--- src/rtl/uart_pkg.sv ---
// Shared UART definitions: receive/transmit FSM state encoding used by rx_uart and tx_uart.
package uart_pkg;

  typedef enum logic [2:0] {
    ST_IDLE  = 3'd0,
    ST_START = 3'd1,
    ST_DATA  = 3'd2,
    ST_STOP  = 3'd3,
    ST_BREAK = 3'd4
  } uart_state_e;

endpackage

--- src/rtl/sync_2ff.sv ---
// Two-flop synchronizer for an asynchronous level input; both flops reset to 1 (idle line level).
module sync_2ff (
  input  logic clk_i,
  input  logic rst_i,
  input  logic d_i,
  output logic q_o
);

  logic meta_q;
  logic sync_q;

  always_ff @(posedge clk_i) begin
    if (rst_i) begin
      meta_q <= 1'b1;
      sync_q <= 1'b1;
    end else begin
      meta_q <= d_i;
      sync_q <= meta_q;
    end
  end

  assign q_o = sync_q;

endmodule

--- src/rtl/rx_uart.sv ---
// 8N1 UART receiver with 16x oversampling, a 1-entry read buffer, framing-error and overrun flags.
module rx_uart
  import uart_pkg::*;
#(
  parameter int NB_DATA = 8,
  parameter int SB_TICK = 16,
  parameter int OS_TICK = 16
) (
  input  logic               clock,
  input  logic               reset,
  input  logic               s_tick,
  input  logic               rx,
  input  logic               read_rx,
  output logic [NB_DATA-1:0] dout,
  output logic               data_valid,
  output logic               rx_done_tick,
  output logic               frame_error,
  output logic               overrun
);

  // The s counter serves both the bit period and the stop period, so it is sized for the larger one.
  localparam int CNT_MAX = (OS_TICK > SB_TICK) ? OS_TICK : SB_TICK;
  localparam int SW      = $clog2(CNT_MAX);
  localparam int NW      = (NB_DATA > 1) ? $clog2(NB_DATA) : 1;

  localparam logic [SW-1:0] S_MID  = SW'(OS_TICK / 2 - 1);
  localparam logic [SW-1:0] S_BIT  = SW'(OS_TICK - 1);
  localparam logic [SW-1:0] S_STOP = SW'(SB_TICK - 1);
  localparam logic [NW-1:0] N_LAST = NW'(NB_DATA - 1);

  logic rx_s;

  uart_state_e        state_q, state_d;
  logic [SW-1:0]      s_q, s_d;
  logic [NW-1:0]      n_q, n_d;
  logic [NB_DATA-1:0] b_q, b_d;
  logic [NB_DATA-1:0] dout_q, dout_d;
  logic               dv_q, dv_d;
  logic               ov_q, ov_d;
  logic               done_q, fe_q;
  logic               commit, fe;

  sync_2ff u_sync (
    .clk_i (clock),
    .rst_i (reset),
    .d_i   (rx),
    .q_o   (rx_s)
  );

  always_comb begin
    state_d = state_q;
    s_d     = s_q;
    n_d     = n_q;
    b_d     = b_q;
    commit  = 1'b0;
    fe      = 1'b0;
    unique case (state_q)
      ST_IDLE: begin
        if (!rx_s) begin
          state_d = ST_START;
          s_d     = '0;
        end
      end
      ST_START: begin
        if (s_tick) begin
          if (s_q == S_MID) begin
            if (!rx_s) begin
              state_d = ST_DATA;
              s_d     = '0;
              n_d     = '0;
            end else begin
              state_d = ST_IDLE;
            end
          end else begin
            s_d = s_q + SW'(1);
          end
        end
      end
      ST_DATA: begin
        if (s_tick) begin
          if (s_q == S_BIT) begin
            s_d = '0;
            b_d = {rx_s, b_q[NB_DATA-1:1]};
            if (n_q == N_LAST) state_d = ST_STOP;
            else               n_d     = n_q + NW'(1);
          end else begin
            s_d = s_q + SW'(1);
          end
        end
      end
      ST_STOP: begin
        if (s_tick) begin
          if (s_q == S_STOP) begin
            if (rx_s) begin
              commit  = 1'b1;
              state_d = ST_IDLE;
            end else begin
              fe      = 1'b1;
              state_d = ST_BREAK;
            end
          end else begin
            s_d = s_q + SW'(1);
          end
        end
      end
      ST_BREAK: begin
        if (rx_s) state_d = ST_IDLE;
      end
      default: state_d = ST_IDLE;
    endcase
  end

  // A read coinciding with a commit consumes the older byte, so the new one lands without overrun.
  always_comb begin
    dout_d = dout_q;
    dv_d   = dv_q;
    ov_d   = ov_q;
    if (commit) begin
      dout_d = b_q;
      dv_d   = 1'b1;
      if (dv_q) ov_d = ov_q ? !read_rx : !read_rx;
    end else if (read_rx && dv_q) begin
      dv_d = 1'b0;
      ov_d = 1'b0;
    end
  end

  always_ff @(posedge clock) begin
    if (reset) begin
      state_q <= ST_IDLE;
      s_q     <= '0;
      n_q     <= '0;
      b_q     <= '0;
      dout_q  <= '0;
      dv_q    <= 1'b0;
      ov_q    <= 1'b0;
      done_q  <= 1'b0;
      fe_q    <= 1'b0;
    end else begin
      state_q <= state_d;
      s_q     <= s_d;
      n_q     <= n_d;
      b_q     <= b_d;
      dout_q  <= dout_d;
      dv_q    <= dv_d;
      ov_q    <= ov_d;
      done_q  <= commit;
      fe_q    <= fe;
    end
  end

  assign dout         = dout_q;
  assign data_valid   = dv_q;
  assign overrun      = ov_q;
  assign rx_done_tick = done_q;
  assign frame_error  = fe_q;

endmodule
--- config.mk ---
export PLATFORM = sky130hd
export DESIGN_NAME = rx_uart
export DESIGN_NICKNAME = d
export VERILOG_FILES = /design/src/rtl/uart_pkg.sv /design/src/rtl/sync_2ff.sv /design/src/rtl/rx_uart.sv
export SDC_FILE = /design/constraint.sdc
export NUM_CORES = 1
export LEC_CHECK = 0
export CORE_ASPECT_RATIO = 0.9
export CORE_MARGIN = 10
export CORE_UTILIZATION = 32
export CTS_CLUSTER_SIZE = 25
export DETAILED_ROUTE_END_ITERATION = 6
export PLACE_DENSITY = 0.52
export SLEW_MARGIN = 40
export SYNTH_ARGS = -nofsm -noshare
export SYNTH_HDL_FRONTEND = slang
export SYNTH_SLANG_ARGS = --single-unit
export TNS_END_PERCENT = 20
--- constraint.sdc ---
create_clock -name clock -period 5 [get_ports clock]
set_input_delay 1 -clock clock [delete_from_list [all_inputs] [get_ports clock]]
set_output_delay 1 -clock clock [all_outputs]
set_load 0.02 [all_outputs]
==> run summary, run 1 <==
Worst-Skew Late Latency: 0.28 ns
Commonest cells post-synth: dfxtp_1 (32), nor2_1 (15), a21oi_1 (14), o21ai_0 (13), nand2_1 (10)
# setup viols final: 0
first-pass GRT wire length: 5890 µm
Synth Area in Compound Gates: 18.3%
Req. time, crit path: 5.17 ns
YS warnings: 0
synthesized net count: 173
Final Critical Period: 2.67 ns
CP Capture Type: flop
H-tree Lvls: 2
Max-cap violations: 0
slew margin rel.: 58.5%
Syn-to-layout area delta: 18.9%
post-synthesis mux area share: 6.14%
WP data arrival: 2.84 ns
slowest cell on the critical path: clkdlybuf4s50_1
Die ar.: 7770 µm²
global route overflow: 0
Wirelength per Cell: 13.9 µm
I/O Buffers: 16
period utilization: 53.5%
Core Area: 4460 µm²
post-synthesis adder-cell area fraction: 2.53%
Yosys cell types: 46
Syn Inst Count: 165
first drt pass iteration count: 4
vias per inst: 5.12
post-CTS repair timing setup buffer count: 0
Synth top area share: 43.1%
final wirelength: 3350 µm
CTS tree: done
Die Height: 84.7 µm
Buf+Inv Stages, Crit Path: 1
Synth Area in XOR/XNOR: 1.18%
Simple-Gate Fraction of Synth Area: 23.7%
main combinational cell family by area after synthesis: simple AND/OR/NAND/NOR gates
Cell Area, Synth: 1490 µm²
Worst path depth: 5
Hold Crit Class: reg2reg
row count: 23
number of global-route vias before repair: 1196
clock root cell: clkbuf_8
largest net degree at the start of global routing: 34
max incr delay on CP: 0.52 ns
Post-Syn Area per Cell: 9.01 µm²
Starting Density: 33.3%
CP delay by family, top: compound AO/OA/AOI/OAI gates
# diodes: 0
fin nets: 186
io pins: 17
RD Place Congestion: 0.898
Setup crit start kind: input pin
RSZ-0062 raised after global routing: no
Placed Cells incl. Taps: 233
Worst Clk Skew: 0.00615 ns
top-count cell post-synth: dfxtp_1
Setup Crit Path Kind: in2reg
worst vdd ir: 144 µV
Worst-path clk slew: 0.06 ns
Hold Slack: 0.409 ns
crit-path cells: clkdlybuf4s50_1 -> and4_1 -> a2111oi_2 -> a211o_1 -> mux2_2
design area: 1770 µm²
flops & latches, synth: 32
CTS Sinks: 32
leakage: 0.000674 µW
FFs w/ async S/R, synth: 0%
dpl hpwl: 2320 µm
die width: 91.8 µm
hold_buf cts: 0
gr usage total: 9.11%
CP Max Fanout: 6
remaining antenna violation count after routing: 0
reg2reg path depth: 5
share of cells above drive strength 1: 9.50%
setup TNS: 0 ns
Worst-Margin Slew: 0.621 ns
Hold Crit Depth: 1
Slew Viols, Final: 0
Main synth FF type: dfxtp_1
EDFF count, synth: 0
initial antenna violation count: 0
status: completed
PwrDens: 313 nW/µm²
DRC Markers: 0
fmax: 0.374 GHz
CTS buffer count: 5
Final Util: 39.6%
Fin. Hold Viols: 0
post-synth top area cell: dfxtp_1
Max Buffers Root-to-Sink: 2
fill count: 418
drt first-iter violations: 71
R2R Setup Slk: 2.92 ns
placed cell areas: 1670 µm²
via count: 1233
post-cts sizing count: 0
Cell Count, Final, Fillers Out: 241
Synth area leaders: dfxtp_1 (43%), mux2i_1 (5.4%), a21oi_1 (4.7%), o21ai_0 (4.4%), nor2_1 (3.8%)
sequential share of the synthesized area: 43.1%
==> registers in the layout, indices dropped and copies added (netlist names) <==
name	cells
u_sync.q_o	1
s_q	4
n_q	3
rx_done_tick	1
overrun	1
b_q	8
data_valid	1
dout	8
frame_error	1
u_sync.meta_q	1
state_q	3
==> metrics by stage <==
step	total power (µW)	setup WS, ns
3_5_place_dp	352	2.06
6_report	552	2.33
4_1_cts	556	2.35
2_1_floorplan	334	2.78
3_3_place_gp	351	2.15
5_1_grt	584	2.23
==> metal layers <==
layer / vias to the layer above / routed length [µm] / track usage [%]
met2: 21 / 1490 / 13.5
met5: - / 0 / 0
met1: 590 / 1610 / 11.3
met3: 4 / 209 / 4.36
met4: 0 / 31 / 3.08
li1: 618 / - / -
==> power breakdown <==
part	internal, µW	switching (µW)
clock	110	93.6
combinational	33.0	41.3
sequential	261	13.9
==> cells by family after synthesis <==
kind of cell	Yosys count
AO/OA/AOI/OAI	43
XOR/XNOR	2
adder cells (fa/ha/maj)	3
buffers and inverters	16
flip-flops	32
multiplexers	9
AND/OR/NAND/NOR	60
==> path summary, 6_finish.rpt <==
| path | to | from |
|---|---|---|
| max | state_q[0] | s_tick |
| min | u_sync.q_o | u_sync.meta_q |
| max reg2reg | state_q[0] | s_q[0] |
| min reg2reg | u_sync.q_o | u_sync.meta_q |
==> layout make-up <==
class                           count  area [µm²]  area share, %
Multi-Input combinational cell    117         769           43.6
Sequential cell                    32         641           36.3
Timing Repair Buffer               17         168           9.49
Clock buffer                        6        82.6           4.67
Tap cell                           62        77.6           4.39
Inverter                            5        18.8           1.06
Clock inverter                      2        10.0          0.567
==> cell usage in the layout, fill, tap and decap left out, types with 5 or more instances in the layout <==
cell type / count
clkbuf_8: 6
a21oi_1: 14
inv_1: 5
clkdlybuf4s50_1: 16
o21ai_0: 13
dfxtp_1: 32
mux2i_1: 8
nor2_1: 15
nand2_1: 10
or3_1: 5
nand3_1: 5
Power figures use the tool's default switching activity.
==> run 2, diff against run 1 <==
==> constraint.sdc (replaced) <==
create_clock -name clock -period 2.49 [get_ports clock]
set_input_delay 0.498 -clock clock [delete_from_list [all_inputs] [get_ports clock]]
set_output_delay 0.498 -clock clock [all_outputs]
set_load 0.02 [all_outputs]
==> run summary, run 2 (same netlist as run 1, synthesis figures left out) <==
slew margin rel.: 66.8%
commonest non-fill, non-tap cell in the layout: dfxtp_1
Fin. Hold Viols: 0
drt first-iter violations: 66
CTS tree: done
post-cts sizing count: 0
Final WS setup: 0.393 ns
# setup viols final: 0
I/O Buffers: 16
Worst-path clk slew: 0.06 ns
DRC Markers: 0
setup TNS: 0 ns
io pins: 17
Final Critical Period: 2.10 ns
Wirelength per Cell: 14.2 µm
dpl hpwl: 2520 µm
Core Area: 4460 µm²
CP Max Fanout: 6
CTS buffer count: 5
share of cells above drive strength 1: 10.9%
Worst-Margin Slew: 0.498 ns
crit-path cells: clkdlybuf4s50_1 -> and4_1 -> a2111oi_2 -> a211o_1 -> mux2_2
Syn-to-layout area delta: 21.9%
first drt pass iteration count: 4
global route overflow: 0
Max-cap violations: 0
pre-CTS WS: 0.134 ns
RSZ-0062 raised after global routing: no
Max Buffers Root-to-Sink: 2
Slew Viols, Final: 0
Starting Density: 33.3%
period utilization: 84.2%
Die ar.: 7770 µm²
PwrDens: 652 nW/µm²
die width: 91.8 µm
CP delay by family, top: compound AO/OA/AOI/OAI gates
H-tree Lvls: 2
Setup crit start kind: input pin
Buf+Inv Stages, Crit Path: 1
fmax: 0.477 GHz
Int Power: 888 µW
via count: 1247
worst vdd ir: 327 µV
fin nets: 190
Setup Crit Path Kind: in2reg
Die Height: 84.7 µm
number of global-route vias before repair: 1279
Req. time, crit path: 2.65 ns
placed cell areas: 1700 µm²
Worst-Skew Late Latency: 0.28 ns
Sw Pwr: 293 µW
status: completed
CTS Sinks: 32
Reg power frac: 46.8%
leakage: 0.000696 µW
max incr delay on CP: 0.50 ns
Worst Clk Skew: 0.00810 ns
largest net degree at the start of global routing: 18
CP Capture Type: flop
Sw Share: 24.8%
gr usage total: 9.36%
leading cell types in the layout, fill and taps excluded: dfxtp_1 (32), clkdlybuf4s50_1 (16), nor2_1 (15)
row count: 23
WP data arrival: 2.26 ns
design area: 1810 µm²
vias per inst: 5.09
post-CTS repair timing setup buffer count: 0
clock root cell: clkbuf_8
Hold Crit Class: reg2reg
first-pass GRT wire length: 6180 µm
slowest cell on the critical path: clkdlybuf4s50_1
remaining antenna violation count after routing: 0
final wirelength: 3470 µm
Hold Slack: 0.419 ns
initial antenna violation count: 0
Clock power frac: 40.6%
RD Place Congestion: 0.868
logic gate share of total power: 12.6%
# diodes: 0
hold_buf cts: 0
run 2: cell type report:
class | count | area, µm²
clock buffers | 6 | 72.6
clock inverters | 2 | 35.0
fillers | 445 | 2650
inverters | 5 | 18.8
multi-input cells | 117 | 769
flip-flops and latches | 32 | 641
well taps | 62 | 77.6
repair buffers | 21 | 198
run 2: per-stage QoR:
step	utilization [%]	total power (µW)	instances
3_5_place_dp	38.2	710	237
2_1_floorplan	-	671	165
4_1_cts	40.6	1200	245
5_1_grt	40.6	1250	245
6_report	40.6	1180	245
3_3_place_gp	38.2	712	237
run 2: path summary, 6_finish.rpt:
kind | from | end | slack (ns) | cells past startpoint
max reg2reg | s_q[0] | state_q[0] | 0.45 | 5
min | u_sync.meta_q | u_sync.q_o | 0.42 | 1
max | s_tick | state_q[0] | 0.39 | 5
min reg2reg | u_sync.meta_q | u_sync.q_o | 0.42 | 1
run 2: routing by layer:
metal,wire [µm],track usage (%),up-vias
li1,-,-,632
met1,1730,12.1,598
met2,1600,13.9,15
met3,135,3.29,2
met4,12,3.36,0
met5,0,0,-
run 2: power groups by stage:
stage | clock network (µW) | logic, µW | registers, µW
final | 479 | 149 | 553
after global routing | 520 | 169 | 557
after CTS | 496 | 148 | 552
after detailed placement | 0 | 147 | 564
after global placement | 0 | 149 | 564
after floorplan | 0 | 129 | 543
run 2: worst reg2reg max path, stage by stage (launching register included):
cell and delay [ns]:
dfxtp_1 0.34, ha_1 0.33, and4_1 0.30, a2111oi_2 0.46
a211o_1 0.18, mux2_2 0.32
==> run 3, diff against run 2 <==
--- a/config.mk
+++ b/config.mk
@@ -10,7 +10,7 @@
 export CORE_UTILIZATION = 32
 export CTS_CLUSTER_SIZE = 25
 export DETAILED_ROUTE_END_ITERATION = 6
-export PLACE_DENSITY = 0.52
+export PLACE_DENSITY = 0.54
 export SLEW_MARGIN = 40
 export SYNTH_ARGS = -nofsm -noshare
 export SYNTH_HDL_FRONTEND = slang
==> constraint.sdc (replaced) <==
create_clock -name clock -period 1.8 [get_ports clock]
set_input_delay 0.36 -clock clock [delete_from_list [all_inputs] [get_ports clock]]
set_output_delay 0.36 -clock clock [all_outputs]
set_load 0.02 [all_outputs]
==> run summary, run 3 (same netlist as run 1, synthesis figures left out) <==
Final Util: 46.1%
Max-cap violations: 0
first-pass GRT wire length: 6200 µm
Syn-to-layout area delta: 38.2%
period utilization: 97.9%
leakage: 0.000810 µW
Setup crit start kind: flop
largest net degree at the start of global routing: 18
Starting Density: 33.3%
CP Max Fanout: 7
Cell Count, Final, Fillers Out: 268
Req. time, crit path: 2.01 ns
PwrDens: 848 nW/µm²
fill count: 429
remaining antenna violation count after routing: 0
drt first-iter violations: 60
gr usage total: 9.33%
CTS buffer count: 5
Core Area: 4460 µm²
I/O Buffers: 16
worst vdd ir: 404 µV
# setup viols final: 0
DRC Markers: 0
Worst Clk Skew: 0.0116 ns
fmax: 0.567 GHz
vias per inst: 5.05
fin nets: 213
Slew Viols, Final: 0
leading cell types in the layout, fill and taps excluded: dfxtp_1 (28), buf_4 (28), nor2_1 (15), clkdlybuf4s50_1 (15)
hold_buf cts: 0
Die Height: 84.7 µm
first drt pass iteration count: 5
M2 GR Usage: 14.8%
Final WS setup: 0.0370 ns
pre-CTS WS: -0.334 ns
Fin. Hold Viols: 0
RD Place Congestion: 0.880
GR Util met3: 3.11%
busiest grt layer: met2
WP data arrival: 1.97 ns
status: completed
slew margin rel.: 73.1%
Worst-Skew Late Latency: 0.28 ns
GR Layer Usage met1: 11.4%
number of global-route vias before repair: 1304
initial antenna violation count: 0
Hold Crit Class: reg2reg
# diodes: 0
share of cells above drive strength 1: 26.2%
Worst-Margin Slew: 0.401 ns
Placed Cells incl. Taps: 254
CTS tree: done
Setup Crit Path Kind: reg2reg
row count: 23
dpl hpwl: 2570 µm
Worst-path clk slew: 0.07 ns
global route overflow: 0
final wirelength: 3750 µm
Wirelength per Cell: 14.0 µm
CP Capture Type: flop
Die ar.: 7770 µm²
Max Buffers Root-to-Sink: 2
Final Critical Period: 1.76 ns
CTS Sinks: 32
H-tree Lvls: 2
io pins: 17
clock root cell: clkbuf_8
via count: 1353
Hold Slack: 0.410 ns
die width: 91.8 µm
==> run 3: cell count changes in the layout (fill, tap and decap cells not counted), sizes merged <==
cell | previous run | this run
buf | 5 | 28
clkdlybuf4s50 | 16 | 15
dlygate4sd2 | 0 | 1
==> run 3: final cells by class <==
type	count	area, µm²	area share [%]
Multi-Input combinational cell	117	836	40.7
Sequential cell	32	646	31.4
Timing Repair Buffer	44	369	18.0
Tap cell	62	77.6	3.78
Clock buffer	6	72.6	3.53
Clock inverter	2	35.0	1.71
Inverter	5	18.8	0.914
==> run 3: final timing paths <==
path / from / depth (start not counted) / slack [ns] / endpoint
worst min register to register: u_sync.meta_q / 1 / 0.41 / u_sync.q_o
worst min-delay path: u_sync.meta_q / 1 / 0.41 / u_sync.q_o
worst max register to register: s_q[1] / 6 / 0.04 / state_q[2]
worst max-delay path: s_q[1] / 6 / 0.04 / state_q[2]
==> run 3: where the power goes <==
part	internal [µW]	switching [µW]	total, µW
Sequential	727	43.5	771
Clock	410	260	670
Combinational	160	142	302
Total	1300	445	1740
==> run 3: layer usage <==
metal	vias up	share of wire [%]
met5	-	0
met4	0	1.0
met3	4	4.6
met2	27	49
met1	644	45
li1	678	-
==> run 3: stage by stage <==
step,area (µm²),setup TNS (ns),power [µW]
4_1_cts,1960,0,1720
3_5_place_dp,1850,-2.93,1040
6_report,2050,0,1740
5_1_grt,2050,-0.0208,1830
2_1_floorplan,1500,0,941
3_3_place_gp,1850,-2.23,1030
==> run 3: repair_timing <==
action	CTS	global route
pin swaps	0	6
setup endpoints to repair	3	4
gates resized for setup	4	11
buffers inserted	0	6
==> run 3: critical path, cell delays in order (launching register included) <==
cell and delay, ns:
dfxtp_1 0.38, ha_4 0.20, and4_4 0.25, a2111oi_4 0.07, buf_4 0.15, or4_1 0.47, a21oi_1 0.15
